`config.mk`:
```
export PLATFORM = sky130hd
export DESIGN_NAME = bit_writer_ctrl
export DESIGN_NICKNAME = d
export VERILOG_FILES = /design/src/rtl/bit_writer_pkg.sv /design/src/rtl/bit_counter.sv /design/src/rtl/bit_writer_ctrl.sv
export SDC_FILE = /design/constraint.sdc
export NUM_CORES = 1
export LEC_CHECK = 0
export CAP_MARGIN = 15
export CORE_AREA = 5 5 42 44
export CTS_CLUSTER_DIAMETER = 80
export DETAILED_ROUTE_END_ITERATION = 6
export DIE_AREA = 0 0 47 49
export REMOVE_ABC_BUFFERS = 1
export SYNTH_ARGS = -nofsm -noshare
export SYNTH_HDL_FRONTEND = slang
export SYNTH_SLANG_ARGS = --single-unit
```
`constraint.sdc`:
```
create_clock -name clk -period 1.4 [get_ports clk]
set_clock_uncertainty 0.1 [all_clocks]
set_input_delay 0.35 -clock clk [delete_from_list [all_inputs] [get_ports clk]]
set_output_delay 0.35 -clock clk [all_outputs]
set_load 0.05 [all_outputs]
```
`src/rtl/bit_writer_pkg.sv`:
```
// Shared types and constants for the bit-mask write controller.
// The state encoding is kept here so the bench and any future siblings agree on it.
package bit_writer_pkg;

   typedef enum logic [1:0] {
      IDLE  = 2'd0,
      LOAD  = 2'd1,
      WRITE = 2'd2,
      DONE  = 2'd3
   } bw_state_t;

   localparam int BW_NBITS = 8;

endpackage

```
`src/rtl/bit_counter.sv`:
```
// Accepted-bit counter with synchronous clear and enable.
// The terminal flag marks the accept that completes the transfer.
module bit_counter #(
   parameter int NBITS = 8,
   parameter int CNT_W = $clog2(NBITS + 1)
) (
   input  logic             clk,
   input  logic             rst,
   input  logic             clr,
   input  logic             en,
   output logic [CNT_W-1:0] cnt,
   output logic             term
);

   // NOTE: sequential state is updated with <= so every flop samples pre-edge values.
   always_ff @(posedge clk) begin
      if (rst || clr) begin
         cnt <= '0;
      end else if (en) begin
         cnt <= cnt + CNT_W'(1);
      end
   end

   // Combinational so the controller can leave WRITE on the same accept edge.
   assign term = en && (cnt == CNT_W'(NBITS - 1));

endmodule

```
`src/rtl/bit_writer_ctrl.sv`:
```
// Control FSM feeding the datapath bit-mask write stage: accepts NBITS serial
// bits over valid/ready, strobes data/shift/wr per bit, pulses done at the end.
module bit_writer_ctrl
   import bit_writer_pkg::*;
#(
   parameter int NBITS = BW_NBITS,
   parameter int CNT_W = $clog2(NBITS + 1)
) (
   input  logic             clk,
   input  logic             rst,
   input  logic             start,
   input  logic             abort,
   input  logic             bit_valid,
   input  logic             bit_in,
   output logic             bit_ready,
   output logic             data,
   output logic             shift,
   output logic             rst_mask,
   output logic             wr,
   output logic             busy,
   output logic             done,
   output logic [CNT_W-1:0] bit_cnt
);

   bw_state_t state;
   bw_state_t state_next;

   logic accept;
   logic cnt_clr;
   logic cnt_term;

   bit_counter #(
      .NBITS (NBITS),
      .CNT_W (CNT_W)
   ) u_bit_counter (
      .clk  (clk),
      .rst  (rst),
      .clr  (cnt_clr),
      .en   (accept),
      .cnt  (bit_cnt),
      .term (cnt_term)
   );

   always_ff @(posedge clk) begin
      if (rst) begin
         state <= IDLE;
      end else begin
         state <= state_next;
      end
   end

   always_comb begin
      // NOTE: every output gets a default first so no path leaves one unassigned (no latches).
      state_next = state;
      bit_ready  = 1'b0;
      accept     = 1'b0;
      data       = 1'b0;
      shift      = 1'b0;
      wr         = 1'b0;
      rst_mask   = 1'b0;
      busy       = 1'b1;
      done       = 1'b0;
      cnt_clr    = 1'b0;

      unique case (state)
         IDLE: begin
            busy = 1'b0;
            // Abort beats start when both arrive together.
            if (start && !abort) begin
               state_next = LOAD;
            end
         end

         LOAD: begin
            rst_mask   = 1'b1;
            cnt_clr    = 1'b1;
            state_next = abort ? IDLE : WRITE;
         end

         WRITE: begin
            if (abort) begin
               // Already-written bits stay in the datapath byte; only the mask is rewound.
               rst_mask   = 1'b1;
               cnt_clr    = 1'b1;
               state_next = IDLE;
            end else begin
               bit_ready = 1'b1;
               accept    = bit_valid;
               wr        = accept;
               shift     = accept;
               data      = bit_in & accept;
               if (cnt_term) begin
                  state_next = DONE;
               end
            end
         end

         DONE: begin
            done       = 1'b1;
            state_next = IDLE;
         end

         default: begin
            state_next = IDLE;
         end
      endcase
   end

endmodule

```
# Yosys cells after proc, flatten, opt, wreduce, memory -nomap -nowiden
# Cells that the tools add are included.
[totals]
register_bits = 6
output_inout_bits = 11
word_cells = 31
[op_classes]
n_addsub = 1
n_eq_ne = 6
mux = 15
bitwise = 1
n_reduce_logical = 6
[op_table]
columns = ["operator", "count"]
rows = [
  ["$mux 1", 9],
  ["$mux 2", 4],
  ["$pmux 2 s4", 1],
  ["$add 4x1->4 const B", 1],
  ["$eq 2x2->1 const B", 2],
  ["$eq 4x3->1 const B", 1],
  ["$ne 3x3->1 const B", 1],
  ["$eq 2x1->1 const B", 1],
  ["$logic_and 1x1->1", 2],
  ["$logic_not 2->1", 1],
  ["$ne 2x2->1 const B", 1],
  ["$pmux 1 s2", 1],
  ["$reduce_and 2->1", 1],
  ["$and 1x1->1", 1],
  ["$logic_not 1->1", 1],
  ["$logic_or 1x1->1", 1],
]

# Longest topological paths before layout
# Gate-level depths: netlist of run 1.
[logic_depth]
depth_word = 6
depth_mapped = 5
mapped_depth_nobuf = 5

# Modules after synthesis
# Synthesis of run 1 repeated with hierarchy kept, for this count alone.
[hier_totals]
cells_unflattened = 44
area_unflattened_um2 = 437.9
[modules_own_cells]
columns = ["module", "instances", "cells_per_inst", "area_per_inst_um2", "seq_area_each_um2"]
rows = [
  ["bit_writer_ctrl", 1, 26, 227.7, 40.0],
  ["bit_counter", 1, 18, 210.2, 80.1],
]

# Least setup slack after synthesis of run 1
# OpenSTA, ideal clock, no wires.
[synth_path]
kind = "reg2out"
startpoint = "register state[0]"
endpoint = "output data"
arrival_time_ps = 1616
required_ps = 950
slack_ps = -666
stages_incl_launch_ff = 6
n_path_buf = 0
cell_sequence = "dfxtp_1 -> inv_1 -> ha_1 -> nand3b_4 -> inv_1 -> and2_1"
[synth_between]
elab_chain_len = 2
[synth_lines]
columns = ["item", "line_no", "rtl"]
rows = [
  ["start, declared", "bit_writer_ctrl.sv:25", "bw_state_t state;"],
  ["start signal, assigned", "bit_writer_ctrl.sv:48", "state <= state_next;"],
  ["$eq 2x2->1", "bit_writer_ctrl.sv:65", "unique case (state)"],
  ["$mux 1", "bit_writer_ctrl.sv:65", ""],
  ["end, declared", "bit_writer_ctrl.sv:16", "output logic data,"],
]
# No other way between the ends.

# Worst setup path after layout of run 1
[layout_path]
startpoint = "register state[0]"
endpoint = "output bit_ready"
[layout_between]
elab_chain_len = 2
[layout_lines]
columns = ["item", "line_no", "rtl"]
rows = [
  ["$eq 2x2->1", "bit_writer_ctrl.sv:65", ""],
  ["$mux 1", "bit_writer_ctrl.sv:65", ""],
  ["end, declared", "bit_writer_ctrl.sv:15", "output logic bit_ready,"],
]
# No other way between the ends.

==> results of run 1 <==
[where the power goes]
group	internal, W	switching [W]	leakage, nW
Sequential	0.000181	0.00000977	0.0497
Clock	0.0000967	0.0000586	0.0138
Combinational	0.000217	0.000191	0.394
Total	0.000495	0.000260	0.458
[metrics by stage]
stage               setup slack, ps  cells
finish                         -344    104
global route                   -389    104
detailed placement             -545     93
CTS                            -341     99
floorplan                      -968     46
global placement               -504     93
[flip-flops by register name (all words and copies together), names as in the netlist]
register / cells
u_bit_counter.cnt: 4
state: 2
[area by class of cell]
class,count,area share
sequential,6,0.124
clock buffer,3,0.0222
timing repair buffer,39,0.454
inverter,6,0.0272
multi-input combinational,34,0.354
tap,16,0.0198
[how the worst max path moves through the flow]
stage	cells after the start	endpoint	startpoint
floorplan	5	data	state[0]$_SDFFE_PP0P_
global placement	5	data	bit_valid
detailed placement	5	data	bit_valid
CTS	5	bit_ready	state[0]$_SDFFE_PP0P_
global route	5	bit_ready	state[0]$_SDFFE_PP0P_
finish	5	bit_ready	state[0]$_SDFFE_PP0P_
[cell usage after synthesis]
| cell type | instances | area, um^2 |
|---|---|---|
| a21oi_1 | 2 | 10.0 |
| dfxtp_1 | 6 | 120 |
| inv_1 | 6 | 22.5 |
| nand3_1 | 1 | 5.00 |
| nor3_1 | 1 | 5.00 |
| nand4b_1 | 2 | 17.5 |
| ha_1 | 7 | 87.6 |
| nand3b_4 | 1 | 20.0 |
| o21ai_0 | 2 | 10.0 |
| nor2_1 | 4 | 15.0 |
| and2b_2 | 1 | 8.76 |
| xor2_1 | 2 | 17.5 |
| a32oi_1 | 1 | 8.76 |
| or3_1 | 1 | 6.26 |
| buf_4 | 1 | 7.51 |
| nand2b_1 | 3 | 18.8 |
| and2_1 | 1 | 6.26 |
| mux2i_1 | 3 | 30.0 |
| o21bai_1 | 2 | 15.0 |
[logic make-up (layout without fill, tap and decap cells)]
logic type / Yosys count / count (layout)
buffers and inverters: 7 / 48
flip-flops: 6 / 6
AO/OA/AOI/OAI: 7 / 7
AND/OR/NAND/NOR: 15 / 15
multiplexers: 3 / 3
adder cells (fa/ha/maj): 7 / 7
XOR/XNOR: 2 / 2
[per-layer routing]
metal,global-route usage,vias to the layer above
li1,-,242
met1,0.136,221
met2,0.240,19
met3,0.0627,2
met4,0.0507,0
met5,0,-
[repair_timing]
item / CTS / global route
pin swaps: 7 / 3
setup buffers: 14 / 6
endpoints found under the setup margin: 13 / 13
resized for setup: 26 / 6
[worst max-delay path: cells and delay by family, from the launching register on]
family	cells	cell delay (ps)
flip-flops	1	350
buffers and inverters	3	320
AND/OR/NAND/NOR	1	220
adder cells (fa/ha/maj)	1	170
==> impl_metrics.csv, run 1 <==
group,metric,value,unit
routing,drt-vias-per-instance,4.65,
critical_path,r2r-start,"state[0]$_SDFFE_PP0P_",
global_route,grt_first_pass_wirelength,2300,um
global_route,grt_util_all_layers,0.138,
sta,fmax,573,MHz
sta,layout_setup_ws,-344,ps
power_and_ir_drop,totalPowerFinal,0.000754,W
critical_path,end_kind,"primary output",
critical_path,worst-setup-path-type,"reg2out",
die,fp.dieW,47,um
placed_design,routabilityCongestion,0.754,
logic_synthesis,synth.avg_cell_area,9.18,um^2
die,boundaryPins,17,
routing,wl_met2,713,um
logic_synthesis,yosys-mux-area-fraction,0.0696,
sta,worst_hold_slack,460,ps
routing,met1_length,472,um
hold_path,hold_path_depth,2,
logic_synthesis,synth_top_family_by_area,"simple AND/OR/NAND/NOR gates",
power_and_ir_drop,power_density_of_the_placed_cells,745,mW/mm^2
cts,clock_pin_transition_on_the_worst_setup_and_hold_timing_paths,40,ps
die,design.die.area,0.00230,mm^2
cts,cts-root-buf,"clkbuf_4",
cts,ctsHoldBuffers,0,
critical_path,crit_path_top_delay_cell,"dfxtp_2",
critical_path,worstSetupStartpointType,"flop",
logic_synthesis,ys_ff_latch,6,
sta,slew-limit-headroom,0.869,
cells_and_area,utilization,0.722,
routing,wl_per_cell,12.4,um
cells_and_area,area.growth.synth_to_final,134,%
cells_and_area,final_design_area_no_fill,0.00101,mm^2
sta,grt_setup_unrepaired,"yes",
cts,clk-insertion-delay-late,240,ps
cells_and_area,num_antenna_cells,0,
cells_and_area,leading_cell_type_in_the_layout_fill_and_taps_excluded,"buf_4",
hold_path,hold_path_end,"u_bit_counter.cnt[3]$_SDFFE_PP0P_",
sta,finalSetupViolCount,13,
critical_path,worst-r2r-setup-slack,-310,ps
sta,setup_tns,-3000,ps
run,reported_max_cap_violation_count,0,
sta,hold_violations,0,
sta,layout_worst_path_cycle_share,1.25,
global_route,initial_antenna_violation_count,0,
global_route,first_global_vias,528,
routing,finalWirelength,1290,um
hold_path,timing.hold.worst.class,"reg2reg",
cts,numClockSinks,6,
cells_and_area,layout.nets,103,
logic_synthesis,yosys.area_share.simple,0.238,
cells_and_area,fillers,98,
power_and_ir_drop,vdd.ir_drop.worst,0.592,mV
status,outcome,"complete, but fails checks",
sta,report.final.slew_viol_count,0,
sta,min_period,1740,ps
cells_and_area,multi_input_comb_area,358,um^2
die,coreArea,0.00140,mm^2
cts,htreeDepth,1,
critical_path,crit-reg2reg-capture,"u_bit_counter.cnt[3]$_SDFFE_PP0P_",
placed_design,placement.cell_area,827,um^2
critical_path,arrival,1290,ps
routing,wl_met3,86,um
critical_path,critPathMaxFanout,3,
logic_synthesis,number_of_cells_produced_by_synthesis,47,
hold_path,worst_hold_launch,"u_bit_counter.cnt[3]$_SDFFE_PP0P_",
placed_design,place.port_buffers,16,
die,die-height,49,um
critical_path,cp_data_required_time,950,ps
routing,post_detailed_route_count_of_antenna_violating_nets,0,
logic_synthesis,synth_area,432,um^2
routing,initialDrtViolationCount,3,
placed_design,place.detailed.hpwl,888,um
routing,drt_first_pass_iters,4,
logic_synthesis,yosysWarningCount,0,
logic_synthesis,post_synth_fa_ha_maj_area_fraction,0.203,
logic_synthesis,ys_types,19,
logic_synthesis,synth_seq_area_share,0.278,
routing,top_signal_layer_used,"met4",
cts,clock_tree_from_tritoncts,"done",
global_route,pin_count_of_the_biggest_net_entering_global_routing,7,
status,failed_checks,"setup timing",
sta,worst_pin_slew,194,ps
cts,cts_buffer_depth,2,
cells_and_area,ff_latch_area,125,um^2
global_route,gr-total-overflow,0,
routing,vias,484,
critical_path,worstPathCellList,"inv_4 -> buf_6 -> ha_4 -> and2b_2 -> buf_12",
logic_synthesis,xor_and_xnor_fraction_of_the_mapped_netlist_area,0.0406,
critical_path,crit_path_max_incr_delay,350,ps
power_and_ir_drop,total_leakage_power,0.458,nW
die,fp-row-count,14,
critical_path,r2r_cell_count,11,
die,initial_core_util,0.308,
logic_synthesis,synth_compound_gate_area_share,0.101,
cells_and_area,most-common-layout-cells,"18 x buf_4, 11 x buf_12, 5 x buf_6",
cts,cts-buffers-inserted,3,
cells_and_area,fraction_of_final_layout_cells_with_drive_strength_greater_than_1,0.625,
routing,drc,0,
Note: power is estimated with default switching activity, not from simulation.
==> run 2, diff against run 1 <==
CTS_CLUSTER_DIAMETER = 100   (was 80)
CTS_CLUSTER_SIZE = 25   (was default)
PLACE_DENSITY = 0.69   (was default)
==> run 2 against run 1 <==
Highest routed layer unchanged; maximum frequency up 0.43%; setup slack improved by 7.4 ps; via count is 4.5% higher; the flow still finishes with violations (setup timing); register-to-register slack better by 140 ps; die area stayed put; first-iteration DRC count stayed put; sequential share of layout area is 0.23 points lower; count of clock-buffer cells in the layout did not move; worst hold slack improved by 36 ps; wire length rose by 25%; power up 7.8%.
==> impl_metrics.csv, run 2 (synthesized netlist as in run 1, its figures left out) <==
group,metric,value,unit
status,outcome,"complete, but fails checks",
status,failed_checks,"setup timing",
cells_and_area,area.growth.synth_to_final,144,%
sta,grt_setup_unrepaired,"yes",
cells_and_area,leading_cell_type_in_the_layout_fill_and_taps_excluded,"buf_4",
critical_path,crit_path_max_incr_delay,370,ps
critical_path,critPathMaxFanout,3,
cells_and_area,fillers,92,
sta,slew-limit-headroom,0.854,
hold_path,worst_hold_launch,"u_bit_counter.cnt[3]$_SDFFE_PP0P_",
cells_and_area,layout.cells.non_filler,102,
placed_design,dp.cells,90,
critical_path,crit-reg2reg-capture,"u_bit_counter.cnt[3]$_SDFFE_PP0P_",
critical_path,r2r_cell_count,7,
sta,layout_setup_ws,-336,ps
power_and_ir_drop,total_leakage_power,0.457,nW
die,coreArea,0.00140,mm^2
cts,htreeDepth,1,
cells_and_area,num_antenna_cells,0,
sta,finalSetupViolCount,13,
die,fp-row-count,14,
critical_path,worst-setup-path-type,"reg2out",
cells_and_area,utilization,0.751,
power_and_ir_drop,power_density_of_the_placed_cells,773,mW/mm^2
cts,numClockSinks,6,
die,design.die.area,0.00230,mm^2
power_and_ir_drop,vdd.ir_drop.worst,0.473,mV
cells_and_area,layout.nets,101,
cts,ctsHoldBuffers,0,
sta,layout_worst_path_cycle_share,1.24,
critical_path,r2r-start,"state[0]$_SDFFE_PP0P_",
routing,finalWirelength,1610,um
global_route,grt_util_all_layers,0.154,
placed_design,placement.cell_area,805,um^2
cts,clock_tree_from_tritoncts,"done",
cts,cts-root-buf,"clkbuf_4",
global_route,first_global_vias,559,
routing,drt-vias-per-instance,4.96,
routing,initialDrtViolationCount,3,
sta,report.final.slew_viol_count,0,
cells_and_area,register_containing_the_most_flip_flops_in_the_final_layout,"u_bit_counter.cnt",
hold_path,timing.hold.worst.class,"reg2reg",
power_and_ir_drop,totalPowerFinal,0.000813,W
cts,cts-buffers-inserted,3,
die,initial_core_util,0.308,
critical_path,arrival,1290,ps
routing,wl_per_cell,15.7,um
placed_design,routabilityCongestion,0.719,
cts,clk-insertion-delay-late,260,ps
routing,post_detailed_route_count_of_antenna_violating_nets,0,
critical_path,worstPathBufferInverterCount,2,
cells_and_area,final_design_area_no_fill,0.00105,mm^2
die,boundaryPins,17,
critical_path,worstSetupStartpointType,"flop",
routing,vias,506,
global_route,gr-total-overflow,0,
cells_and_area,largest_registers,"u_bit_counter.cnt: 4 flops, state: 2 flops",
cells_and_area,fraction_of_final_layout_cells_with_drive_strength_greater_than_1,0.663,
sta,worst_pin_slew,218,ps
critical_path,worstPathCellList,"buf_6 -> ha_4 -> and2b_2 -> buf_12",
global_route,pin_count_of_the_biggest_net_entering_global_routing,6,
sta,min_period,1740,ps
cells_and_area,most-common-layout-cells,"13 x buf_4, 11 x buf_12, 8 x buf_6",
critical_path,crit_path_top_delay_cell,"dfxtp_4",
critical_path,timing.critical_path.depth,4,
global_route,grt_first_pass_wirelength,2500,um
sta,hold_violations,0,
hold_path,hold_path_depth,2,
placed_design,place.port_buffers,16,
critical_path,worst_path_dominant_cell_family,"flip-flops",
routing,drt_first_pass_iters,2,
cts,cts_buffer_depth,2,
cts,clock_pin_transition_on_the_worst_setup_and_hold_timing_paths,50,ps
critical_path,worst-r2r-setup-slack,-170,ps
cells_and_area,largest_register_ffs,4,
hold_path,hold_path_end,"u_bit_counter.cnt[3]$_SDFFE_PP0P_",
routing,drc,0,
placed_design,place.detailed.hpwl,914,um
run,reported_max_cap_violation_count,0,
global_route,initial_antenna_violation_count,0,
critical_path,end_kind,"primary output",
critical_path,cp_data_required_time,950,ps
sta,fmax,576,MHz
die,die-height,49,um
die,fp.dieW,47,um
## run 2: cell types whose count changed in the layout (fill, tap and decap cells not counted), sizes merged
cell / change
buf: -2
## run 2: timing repair
action,4_1_cts,5_1_grt
endpoints found under the setup margin,13,13
pin swaps,8,6
resized for setup,34,16
cloned,0,0
buffers inserted,8,6
## run 2: through the flow
stage | setup WS, ps | TNS (ps) | hold slack (ps)
after floorplan | -968 | -2900 | 382
after global placement | -452 | -3580 | 419
after detailed placement | -462 | -3750 | 442
after CTS | -332 | -2970 | 455
after global routing | -379 | -3070 | 520
final | -336 | -2490 | 495
## run 2: per-layer routing
layer,GRT usage,share of wire,vias up
li1,-,-,238
met1,0.143,0.35,248
met2,0.290,0.57,16
met3,0.0590,0.059,4
met4,0.0415,0.013,0
met5,0,0,-
## run 2: worst max path at each step
stage                                     start         to  slack [ps]
after detailed placement                  abort       data        -460
after floorplan           state[0]$_SDFFE_PP0P_       data        -970
after global placement                    abort       data        -450
after global routing      state[0]$_SDFFE_PP0P_       data        -380
after CTS                 state[1]$_SDFFE_PP0P_   rst_mask        -330
final                     state[1]$_SDFFE_PP0P_  bit_ready        -340
## run 2: cell type report
| class | count | area [um^2] | area share |
|---|---|---|---|
| multi-input combinational | 34 | 392 | 0.372 |
| sequential | 6 | 128 | 0.121 |
| inverter | 6 | 35.0 | 0.0333 |
| tap | 16 | 20.0 | 0.0190 |
| clock buffer | 3 | 22.5 | 0.0214 |
| timing repair buffer | 37 | 455 | 0.433 |
## run 2: worst min-delay path, stage by stage, from the launching register on
cell and delay [ps]:
dfxtp_1 360, o21ai_1 130, a21oi_2 60
## run 2: report_power, final
part	total (W)	switching, W	internal [W]	leakage (nW)
clock network	0.000169	0.0000714	0.0000976	0.0138
registers	0.000200	0.0000172	0.000183	0.0500
logic	0.000444	0.000207	0.000237	0.394
total	0.000813	0.000295	0.000518	0.457
